### src/rtl/fifo_cfg_if.sv
// Handshake/status bundle between a streaming producer/consumer and fifo_cfg.
// The FIFO takes the slave side; the producer/consumer logic takes the master side.
interface fifo_cfg_if #(
    parameter int DWIDTH = 8,
    parameter int AWIDTH = 4
);
    logic [DWIDTH-1:0] data_i;
    logic              wrreq_i;
    logic              rdreq_i;
    logic              thr_we_i;
    logic [AWIDTH:0]   af_thr_i;
    logic [AWIDTH:0]   ae_thr_i;
    logic              err_clr_i;
    logic [DWIDTH-1:0] q_o;
    logic [AWIDTH:0]   usedw_o;
    logic              empty_o;
    logic              full_o;
    logic              almost_full_o;
    logic              almost_empty_o;
    logic              overflow_o;
    logic              underflow_o;

    modport master (
        output data_i, wrreq_i, rdreq_i, thr_we_i, af_thr_i, ae_thr_i, err_clr_i,
        input  q_o, usedw_o, empty_o, full_o, almost_full_o, almost_empty_o,
               overflow_o, underflow_o
    );

    modport slave (
        input  data_i, wrreq_i, rdreq_i, thr_we_i, af_thr_i, ae_thr_i, err_clr_i,
        output q_o, usedw_o, empty_o, full_o, almost_full_o, almost_empty_o,
               overflow_o, underflow_o
    );
endinterface

### src/rtl/fifo_cfg.sv
// Single-clock FIFO with showahead/normal read mode, optional read-write when full,
// programmable almost-full/almost-empty thresholds and sticky overflow/underflow flags.
module fifo_cfg #(
    parameter int DWIDTH             = 8,
    parameter int AWIDTH             = 4,
    parameter int SHOWAHEAD          = 1,
    parameter int ALLOW_RW_WHEN_FULL = 0,
    parameter int ALMOST_FULL_VALUE  = 12,
    parameter int ALMOST_EMPTY_VALUE = 4
) (
    input  logic       clk_i,
    input  logic       srst_i,
    fifo_cfg_if.slave  bus
);
    localparam int              DEPTH   = 1 << AWIDTH;
    localparam logic [AWIDTH:0] DEPTH_W = (AWIDTH+1)'(DEPTH);
    localparam logic [AWIDTH:0] ONE_W   = (AWIDTH+1)'(1);
    localparam logic [AWIDTH:0] AF_RST  = (AWIDTH+1)'(ALMOST_FULL_VALUE);
    localparam logic [AWIDTH:0] AE_RST  = (AWIDTH+1)'(ALMOST_EMPTY_VALUE);

    logic [DWIDTH-1:0] mem [DEPTH];
    logic [DWIDTH-1:0] q;
    logic [AWIDTH-1:0] wr_ptr, rd_ptr, rd_ptr_nxt;
    logic [AWIDTH:0]   usedw, usedw_nxt;
    logic [AWIDTH:0]   af_thr, ae_thr;
    logic              empty, full, almost_full, almost_empty;
    logic              overflow, underflow;
    logic              wr_acc, rd_acc, empty_nxt;

    always_comb begin
        rd_acc     = bus.rdreq_i && !empty;
        wr_acc     = bus.wrreq_i && (!full || ((ALLOW_RW_WHEN_FULL != 0) && rd_acc));
        rd_ptr_nxt = rd_ptr + AWIDTH'(rd_acc);
        usedw_nxt  = usedw;
        if (wr_acc && !rd_acc) begin
            usedw_nxt = usedw + ONE_W;
        end else if (rd_acc && !wr_acc) begin
            usedw_nxt = usedw - ONE_W;
        end
        // In showahead mode a head word written this edge is not readable out of
        // the RAM until the next edge, so it is not yet valid on q_o.
        empty_nxt = (usedw_nxt == '0) ||
                    ((SHOWAHEAD != 0) && wr_acc && (usedw_nxt == ONE_W));
    end

    always_ff @(posedge clk_i) begin
        if (wr_acc && !srst_i) begin
            mem[wr_ptr] <= bus.data_i;
        end
    end

    always_ff @(posedge clk_i) begin
        if (SHOWAHEAD != 0) begin
            q <= mem[rd_ptr_nxt];
        end else if (rd_acc && !srst_i) begin
            q <= mem[rd_ptr];
        end
    end

    always_ff @(posedge clk_i) begin
        if (srst_i) begin
            wr_ptr       <= '0;
            rd_ptr       <= '0;
            usedw        <= '0;
            empty        <= 1'b1;
            full         <= 1'b0;
            almost_full  <= (AF_RST == '0);
            almost_empty <= (AE_RST != '0);
            af_thr       <= AF_RST;
            ae_thr       <= AE_RST;
            overflow     <= 1'b0;
            underflow    <= 1'b0;
        end else begin
            if (wr_acc) begin
                wr_ptr <= wr_ptr + AWIDTH'(1);
            end
            rd_ptr       <= rd_ptr_nxt;
            usedw        <= usedw_nxt;
            empty        <= empty_nxt;
            full         <= (usedw_nxt == DEPTH_W);
            almost_full  <= (usedw_nxt >= af_thr);
            almost_empty <= (usedw_nxt < ae_thr);
            if (bus.thr_we_i) begin
                af_thr <= bus.af_thr_i;
                ae_thr <= bus.ae_thr_i;
            end
            // A new error wins over a simultaneous clear.
            overflow  <= (bus.wrreq_i && !wr_acc) || (overflow && !bus.err_clr_i);
            underflow <= (bus.rdreq_i && !rd_acc) || (underflow && !bus.err_clr_i);
        end
    end

    assign bus.q_o            = q;
    assign bus.usedw_o        = usedw;
    assign bus.empty_o        = empty;
    assign bus.full_o         = full;
    assign bus.almost_full_o  = almost_full;
    assign bus.almost_empty_o = almost_empty;
    assign bus.overflow_o     = overflow;
    assign bus.underflow_o    = underflow;
endmodule

### src/flat_wrapper.sv
// flat-port wrapper written by rule: the top's interface ports become plain ports
module fifo_cfg_flat 
#(
    parameter int DWIDTH             = 8,
    parameter int AWIDTH             = 4,
    parameter int SHOWAHEAD          = 1,
    parameter int ALLOW_RW_WHEN_FULL = 0,
    parameter int ALMOST_FULL_VALUE  = 12,
    parameter int ALMOST_EMPTY_VALUE = 4
)
  (clk_i, srst_i, bus_data_i, bus_wrreq_i, bus_rdreq_i, bus_thr_we_i, bus_af_thr_i, bus_ae_thr_i, bus_err_clr_i, bus_q_o, bus_usedw_o, bus_empty_o, bus_full_o, bus_almost_full_o, bus_almost_empty_o, bus_overflow_o, bus_underflow_o);
  fifo_cfg_if #(.DWIDTH(DWIDTH), .AWIDTH(AWIDTH)) bus_i ();
  input  logic clk_i;
  input  logic srst_i;
  input wire logic [$bits(bus_i.data_i)-1:0] bus_data_i;
  input wire logic [$bits(bus_i.wrreq_i)-1:0] bus_wrreq_i;
  input wire logic [$bits(bus_i.rdreq_i)-1:0] bus_rdreq_i;
  input wire logic [$bits(bus_i.thr_we_i)-1:0] bus_thr_we_i;
  input wire logic [$bits(bus_i.af_thr_i)-1:0] bus_af_thr_i;
  input wire logic [$bits(bus_i.ae_thr_i)-1:0] bus_ae_thr_i;
  input wire logic [$bits(bus_i.err_clr_i)-1:0] bus_err_clr_i;
  output wire logic [$bits(bus_i.q_o)-1:0] bus_q_o;
  output wire logic [$bits(bus_i.usedw_o)-1:0] bus_usedw_o;
  output wire logic [$bits(bus_i.empty_o)-1:0] bus_empty_o;
  output wire logic [$bits(bus_i.full_o)-1:0] bus_full_o;
  output wire logic [$bits(bus_i.almost_full_o)-1:0] bus_almost_full_o;
  output wire logic [$bits(bus_i.almost_empty_o)-1:0] bus_almost_empty_o;
  output wire logic [$bits(bus_i.overflow_o)-1:0] bus_overflow_o;
  output wire logic [$bits(bus_i.underflow_o)-1:0] bus_underflow_o;
  assign bus_i.data_i = bus_data_i;
  assign bus_i.wrreq_i = bus_wrreq_i;
  assign bus_i.rdreq_i = bus_rdreq_i;
  assign bus_i.thr_we_i = bus_thr_we_i;
  assign bus_i.af_thr_i = bus_af_thr_i;
  assign bus_i.ae_thr_i = bus_ae_thr_i;
  assign bus_i.err_clr_i = bus_err_clr_i;
  assign bus_q_o = bus_i.q_o;
  assign bus_usedw_o = bus_i.usedw_o;
  assign bus_empty_o = bus_i.empty_o;
  assign bus_full_o = bus_i.full_o;
  assign bus_almost_full_o = bus_i.almost_full_o;
  assign bus_almost_empty_o = bus_i.almost_empty_o;
  assign bus_overflow_o = bus_i.overflow_o;
  assign bus_underflow_o = bus_i.underflow_o;
  fifo_cfg #(.DWIDTH(DWIDTH), .AWIDTH(AWIDTH), .SHOWAHEAD(SHOWAHEAD), .ALLOW_RW_WHEN_FULL(ALLOW_RW_WHEN_FULL), .ALMOST_FULL_VALUE(ALMOST_FULL_VALUE), .ALMOST_EMPTY_VALUE(ALMOST_EMPTY_VALUE)) u_core (.clk_i(clk_i), .srst_i(srst_i), .bus(bus_i));
endmodule
### config.mk
export PLATFORM = sky130hd
export DESIGN_NAME = fifo_cfg_flat
export DESIGN_NICKNAME = d
export VERILOG_FILES = /design/src/rtl/fifo_cfg_if.sv /design/src/rtl/fifo_cfg.sv /design/src/flat_wrapper.sv
export SDC_FILE = /design/constraint.sdc
export NUM_CORES = 1
export LEC_CHECK = 0
export CORE_ASPECT_RATIO = 0.8
export CORE_UTILIZATION = 40
export DETAILED_ROUTE_END_ITERATION = 10
export PLACE_DENSITY_LB_ADDON = 0.2
export SYNTH_ARGS = -nofsm -noshare
export SYNTH_HDL_FRONTEND = slang
export SYNTH_SLANG_ARGS = --single-unit
### constraint.sdc
create_clock -name clk_i -period 2.88 [get_ports clk_i]
set_input_delay 0.576 -clock clk_i [delete_from_list [all_inputs] [get_ports clk_i]]
set_output_delay 0.576 -clock clk_i [all_outputs]
set_load 0.1 [all_outputs]
==> report_table.html <==
<table>
<tr><th>Metric</th><th>Value</th></tr>
<tr><th colspan="2">Outcome</th></tr>
<tr><td>Result of the run</td><td>completed</td></tr>
<tr><th colspan="2">Clock tree</th></tr>
<tr><td>Post-CTS setup buffers</td><td>0</td></tr>
<tr><td>Number of buffers inserted by hold repair at cts</td><td>0</td></tr>
<tr><td>Number of clock buffers inserted by TritonCTS</td><td>17</td></tr>
<tr><td>Clock Pin Slew Worst Setup and Hold Paths</td><td>0.06 ns</td></tr>
<tr><td>CTS sink count</td><td>165</td></tr>
<tr><td># H-tree levels</td><td>4</td></tr>
<tr><td>Max clock buf depth</td><td>2</td></tr>
<tr><td>Later-pin clock latency in the skew report</td><td>0.41 ns</td></tr>
<tr><td>Clock root buffer master</td><td>clkbuf_16</td></tr>
<tr><td>Post-cts resize count</td><td>0</td></tr>
<tr><td>Clock tree from TritonCTS</td><td>yes</td></tr>
<tr><th colspan="2">Logic synthesis</th></tr>
<tr><td>Mean cell area of the mapped netlist</td><td>16.7 um^2</td></tr>
<tr><td>Leading post-synthesis cells by cell area</td><td>edfxtp_1, dfxtp_1, mux4_2, ha_1, mux2i_1</td></tr>
<tr><td>Cell area after synthesis</td><td>6610 um^2</td></tr>
<tr><td>Number of synthesized flops with an enable pin</td><td>128</td></tr>
<tr><td>Fraction of registers with async set or reset after synthesis</td><td>0%</td></tr>
<tr><td>Number of register bits inferred by synthesis</td><td>165</td></tr>
<tr><td>Synthesized instance count</td><td>397</td></tr>
<tr><td>Most frequent cell after synthesis</td><td>edfxtp_1</td></tr>
<tr><td>Library cell with the largest summed area after synthesis</td><td>edfxtp_1</td></tr>
<tr><td>Count of synthesis-stage warnings from yosys</td><td>0</td></tr>
<tr><td>Library cells used by synthesis</td><td>42</td></tr>
<tr><td>Sequential cell area fraction in the yosys report</td><td>69.3%</td></tr>
<tr><td>Commonest cells in the netlist</td><td>edfxtp_1, nor2_1, dfxtp_1</td></tr>
<tr><td>Fraction of synthesized cell area taken by the top area cell type</td><td>58.1%</td></tr>
<tr><td>Net count after synthesis</td><td>438</td></tr>
<tr><td>Synth Flop Type</td><td>edfxtp_1</td></tr>
<tr><th colspan="2">Power and ir drop</th></tr>
<tr><td>P per Cell Area</td><td>853 nW/um^2</td></tr>
<tr><td>Total power of the final layout</td><td>0.00696 W</td></tr>
<tr><td>VDD IR-drop max</td><td>0.426 mV</td></tr>
<tr><td>Static Leakage</td><td>2.86 nW</td></tr>
<tr><th colspan="2">Worst hold path</th></tr>
<tr><td>Kind of path behind the tightest hold check</td><td>flip-flop to flip-flop</td></tr>
<tr><th colspan="2">GRT</th></tr>
<tr><td>Maximum number of pins on one net before global-route repair</td><td>23</td></tr>
<tr><td>Number of antenna violations at the first check in global routing</td><td>0</td></tr>
<tr><td>Global route overflow</td><td>0</td></tr>
<tr><td>Vias in the first global route</td><td>3,644</td></tr>
<tr><td>First-pass GRT wire length</td><td>20.5 mm</td></tr>
<tr><td>Combined global-route utilization of all metal layers</td><td>16.5%</td></tr>
<tr><th colspan="2">Routing</th></tr>
<tr><td>Overall via count from detail_route</td><td>3,483</td></tr>
<tr><td>Drt first-iter violations</td><td>230</td></tr>
<tr><td>Routed Wire Length</td><td>12.9 mm</td></tr>
<tr><td>First-pass iteration count of the detailed router</td><td>4</td></tr>
<tr><td>Detailed-route wire length per cell</td><td>18.3 um</td></tr>
<tr><td>Vias per Instance</td><td>4.96</td></tr>
<tr><td>Number of nets still failing antenna checks after routing</td><td>0</td></tr>
<tr><td>DRC violation count after routing</td><td>0</td></tr>
<tr><th colspan="2">Placed design</th></tr>
<tr><td>HPWL reported at the end of detailed placement</td><td>8.64 mm</td></tr>
<tr><td>Placed cell area</td><td>7480 um^2</td></tr>
<tr><td>GPL Wtd Cong</td><td>0.782</td></tr>
<tr><td>Port-buffer cells</td><td>42</td></tr>
<tr><th colspan="2">Timing</th></tr>
<tr><td>Number of hold-slack violations in the final timing report</td><td>0</td></tr>
<tr><td>Top achievable clock speed</td><td>408 MHz</td></tr>
<tr><td>Final setup fails</td><td>0</td></tr>
<tr><td>Min Tclk post-route</td><td>2.45 ns</td></tr>
<tr><td>Setup clock skew after layout</td><td>0.00690 ns</td></tr>
<tr><td>Unrepaired setup endpoints after global routing</td><td>false</td></tr>
<tr><td>Worst hold margin</td><td>0.494 ns</td></tr>
<tr><td>Final slew viol count</td><td>0</td></tr>
<tr><td>Transition time at the pin with the least slew margin</td><td>0.638 ns</td></tr>
<tr><td>Worst relative slew slack</td><td>57.3%</td></tr>
<tr><td>Fraction of the cycle the final worst path needs</td><td>85.1%</td></tr>
<tr><th colspan="2">Setup path</th></tr>
<tr><td>Required arrival time at the worst endpoint</td><td>3.18 ns</td></tr>
<tr><td>Critical path arrival</td><td>2.75 ns</td></tr>
<tr><td>CP max-delay cell</td><td>clkdlybuf4s50_1</td></tr>
<tr><td>Endpoint kind of the worst setup timing path</td><td>flip-flop</td></tr>
<tr><td>Cell family with the largest share of critical-path delay</td><td>buffers and inverters</td></tr>
<tr><td>CP Cell Sequence</td><td>clkdlybuf4s50_1, nor2b_1, ha_2, ha_1, buf_12, mux4_2, nor2b_1, a211oi_1, a21oi_1</td></tr>
<tr><td>Most used cell along the critical path</td><td>nor2b_1</td></tr>
<tr><td>WS Path Type</td><td>primary input to flip-flop</td></tr>
<tr><td>Maximum cell stage delay along the critical path</td><td>0.47 ns</td></tr>
<tr><td>Highest fanout seen on the critical path</td><td>21</td></tr>
<tr><td>Bufs and invs on worst path</td><td>2</td></tr>
<tr><td>Startpoint type of the worst setup path</td><td>primary input</td></tr>
<tr><td>Setup slack of the most critical reg-to-reg path</td><td>0.63 ns</td></tr>
<tr><th colspan="2">Die</th></tr>
<tr><td>Total core area</td><td>16,000 um^2</td></tr>
<tr><td>Die outline height</td><td>117 um</td></tr>
<tr><td>Initial core utilization</td><td>41.4%</td></tr>
<tr><td>Die width</td><td>146 um</td></tr>
<tr><td>Area of the die</td><td>17,000 um^2</td></tr>
<tr><td>Top-Level Pins</td><td>43</td></tr>
<tr><td>Row count</td><td>41</td></tr>
<tr><th colspan="2">Finish</th></tr>
<tr><td>Core Util, Final</td><td>51.2%</td></tr>
<tr><td>Synth-to-Final Area Change</td><td>23.5%</td></tr>
<tr><td>Post-route design area</td><td>8160 um^2</td></tr>
<tr><td>Final #Nets</td><td>515</td></tr>
<tr><td>Fraction of final layout cells with drive strength greater than 1</td><td>25.7%</td></tr>
<tr><td>Diode insertion count for antenna repair</td><td>0</td></tr>
<tr><th colspan="2">Flow run</th></tr>
<tr><td>MaxCap Viol Count</td><td>0</td></tr>
</table>
-- state kept, by name, summed over array words and instances, names as in the netlist, 4 cells and up --
register / flops
u_core.mem: 128
u_core.bus.q_o: 8
u_core.ae_thr: 5
u_core.af_thr: 5
u_core.bus.usedw_o: 5
u_core.rd_ptr: 4
u_core.wr_ptr: 4
-- cells by family (layout without fill, tap and decap cells) --
family / Yosys count / in the layout / synth area share (%)
xor gates and xnor gates: 10 / 10 / 1.44
muxes: 47 / 47 / 13.2
buffers and inverters: 36 / 126 / 2.55
adders and majority gates: 18 / 18 / 3.39
AOI/OAI and AO/OA: 37 / 37 / 3.80
DFF: 165 / 165 / 69.3
and+or+nand+nor: 84 / 84 / 6.30
-- path summary, 6_finish.rpt --
| check | depth (start not counted) | to | start |
|---|---|---|---|
| worst min-delay path | 2 | u_core.ae_thr[2]$_SDFFE_PP1P_ | u_core.ae_thr[2]$_SDFFE_PP1P_ |
| worst min register to register | 2 | u_core.ae_thr[2]$_SDFFE_PP1P_ | u_core.ae_thr[2]$_SDFFE_PP1P_ |
| worst max-delay path | 9 | u_core.bus.q_o[2]$_DFF_P_ | bus_rdreq_i |
| worst max register to register | 12 | u_core.bus.almost_empty_o$_SDFF_PP1_ | u_core.bus.usedw_o[1]$_SDFF_PP0_ |
-- area by class of cell --
cell class              instances  area (um^2)
fillers                      1310         7790
clock inverters                13          254
flip-flops and latches        165         4590
inverters                      19         71.3
repair buffers                 75          683
multi-input cells             196         1870
well taps                     215          269
clock buffers                  19          433
-- worst register-to-register path: stages (launching register included) --
cell,delay [ns]
dfxtp_1,0.44
inv_1,0.11
ha_1,0.20
nand3b_1,0.12
o22ai_1,0.11
xnor2_1,0.29
inv_1,0.12
ha_1,0.28
o21ai_0,0.16
nand2b_1,0.08
a21oi_1,0.14
nor2_1,0.06
o41ai_2,0.05
-- stage by stage --
| stage | setup slack, ns | setup TNS [ns] | instances |
|---|---|---|---|
| final | 0.430 | 0 | 702 |
| after floorplan | 0.108 | 0 | 397 |
| after detailed placement | -0.0626 | -0.113 | 670 |
| after CTS | 0.376 | 0 | 702 |
| after global routing | 0.209 | 0 | 702 |
| after global placement | -0.0387 | -0.0647 | 670 |
-- placed cells by master, fill, tap and decap left out, drive strengths merged, types with 4 or more instances in the layout --
| cell | count |
|---|---|
| nor2b | 14 |
| bufinv | 7 |
| mux2i | 15 |
| edfxtp | 128 |
| xnor2 | 5 |
| buf | 52 |
| nand3 | 5 |
| clkinv | 4 |
| nand2 | 12 |
| nor2 | 38 |
| a21oi | 14 |
| inv | 20 |
| clkbuf | 19 |
| mux4 | 32 |
| clkdlybuf4s50 | 23 |
| a211oi | 9 |
| dfxtp | 37 |
| xor2 | 5 |
| ha | 17 |
-- metal layers --
layer  up-vias  wire length (um)  GRT usage [%]
li1       1664                 -              -
met1      1753              6390           22.7
met2        59              5830           26.2
met3         7               522           4.46
met4         0               109           4.42
met5         -                 0              0
-- power by group --
part	leakage (nW)	internal, W	switching, W
registers	1.46	0.00267	0.0000727
logic	1.07	0.000642	0.000982
clock network	0.332	0.00172	0.000885
total	2.86	0.00502	0.00194
Note: power is estimated with default switching activity, not from simulation.
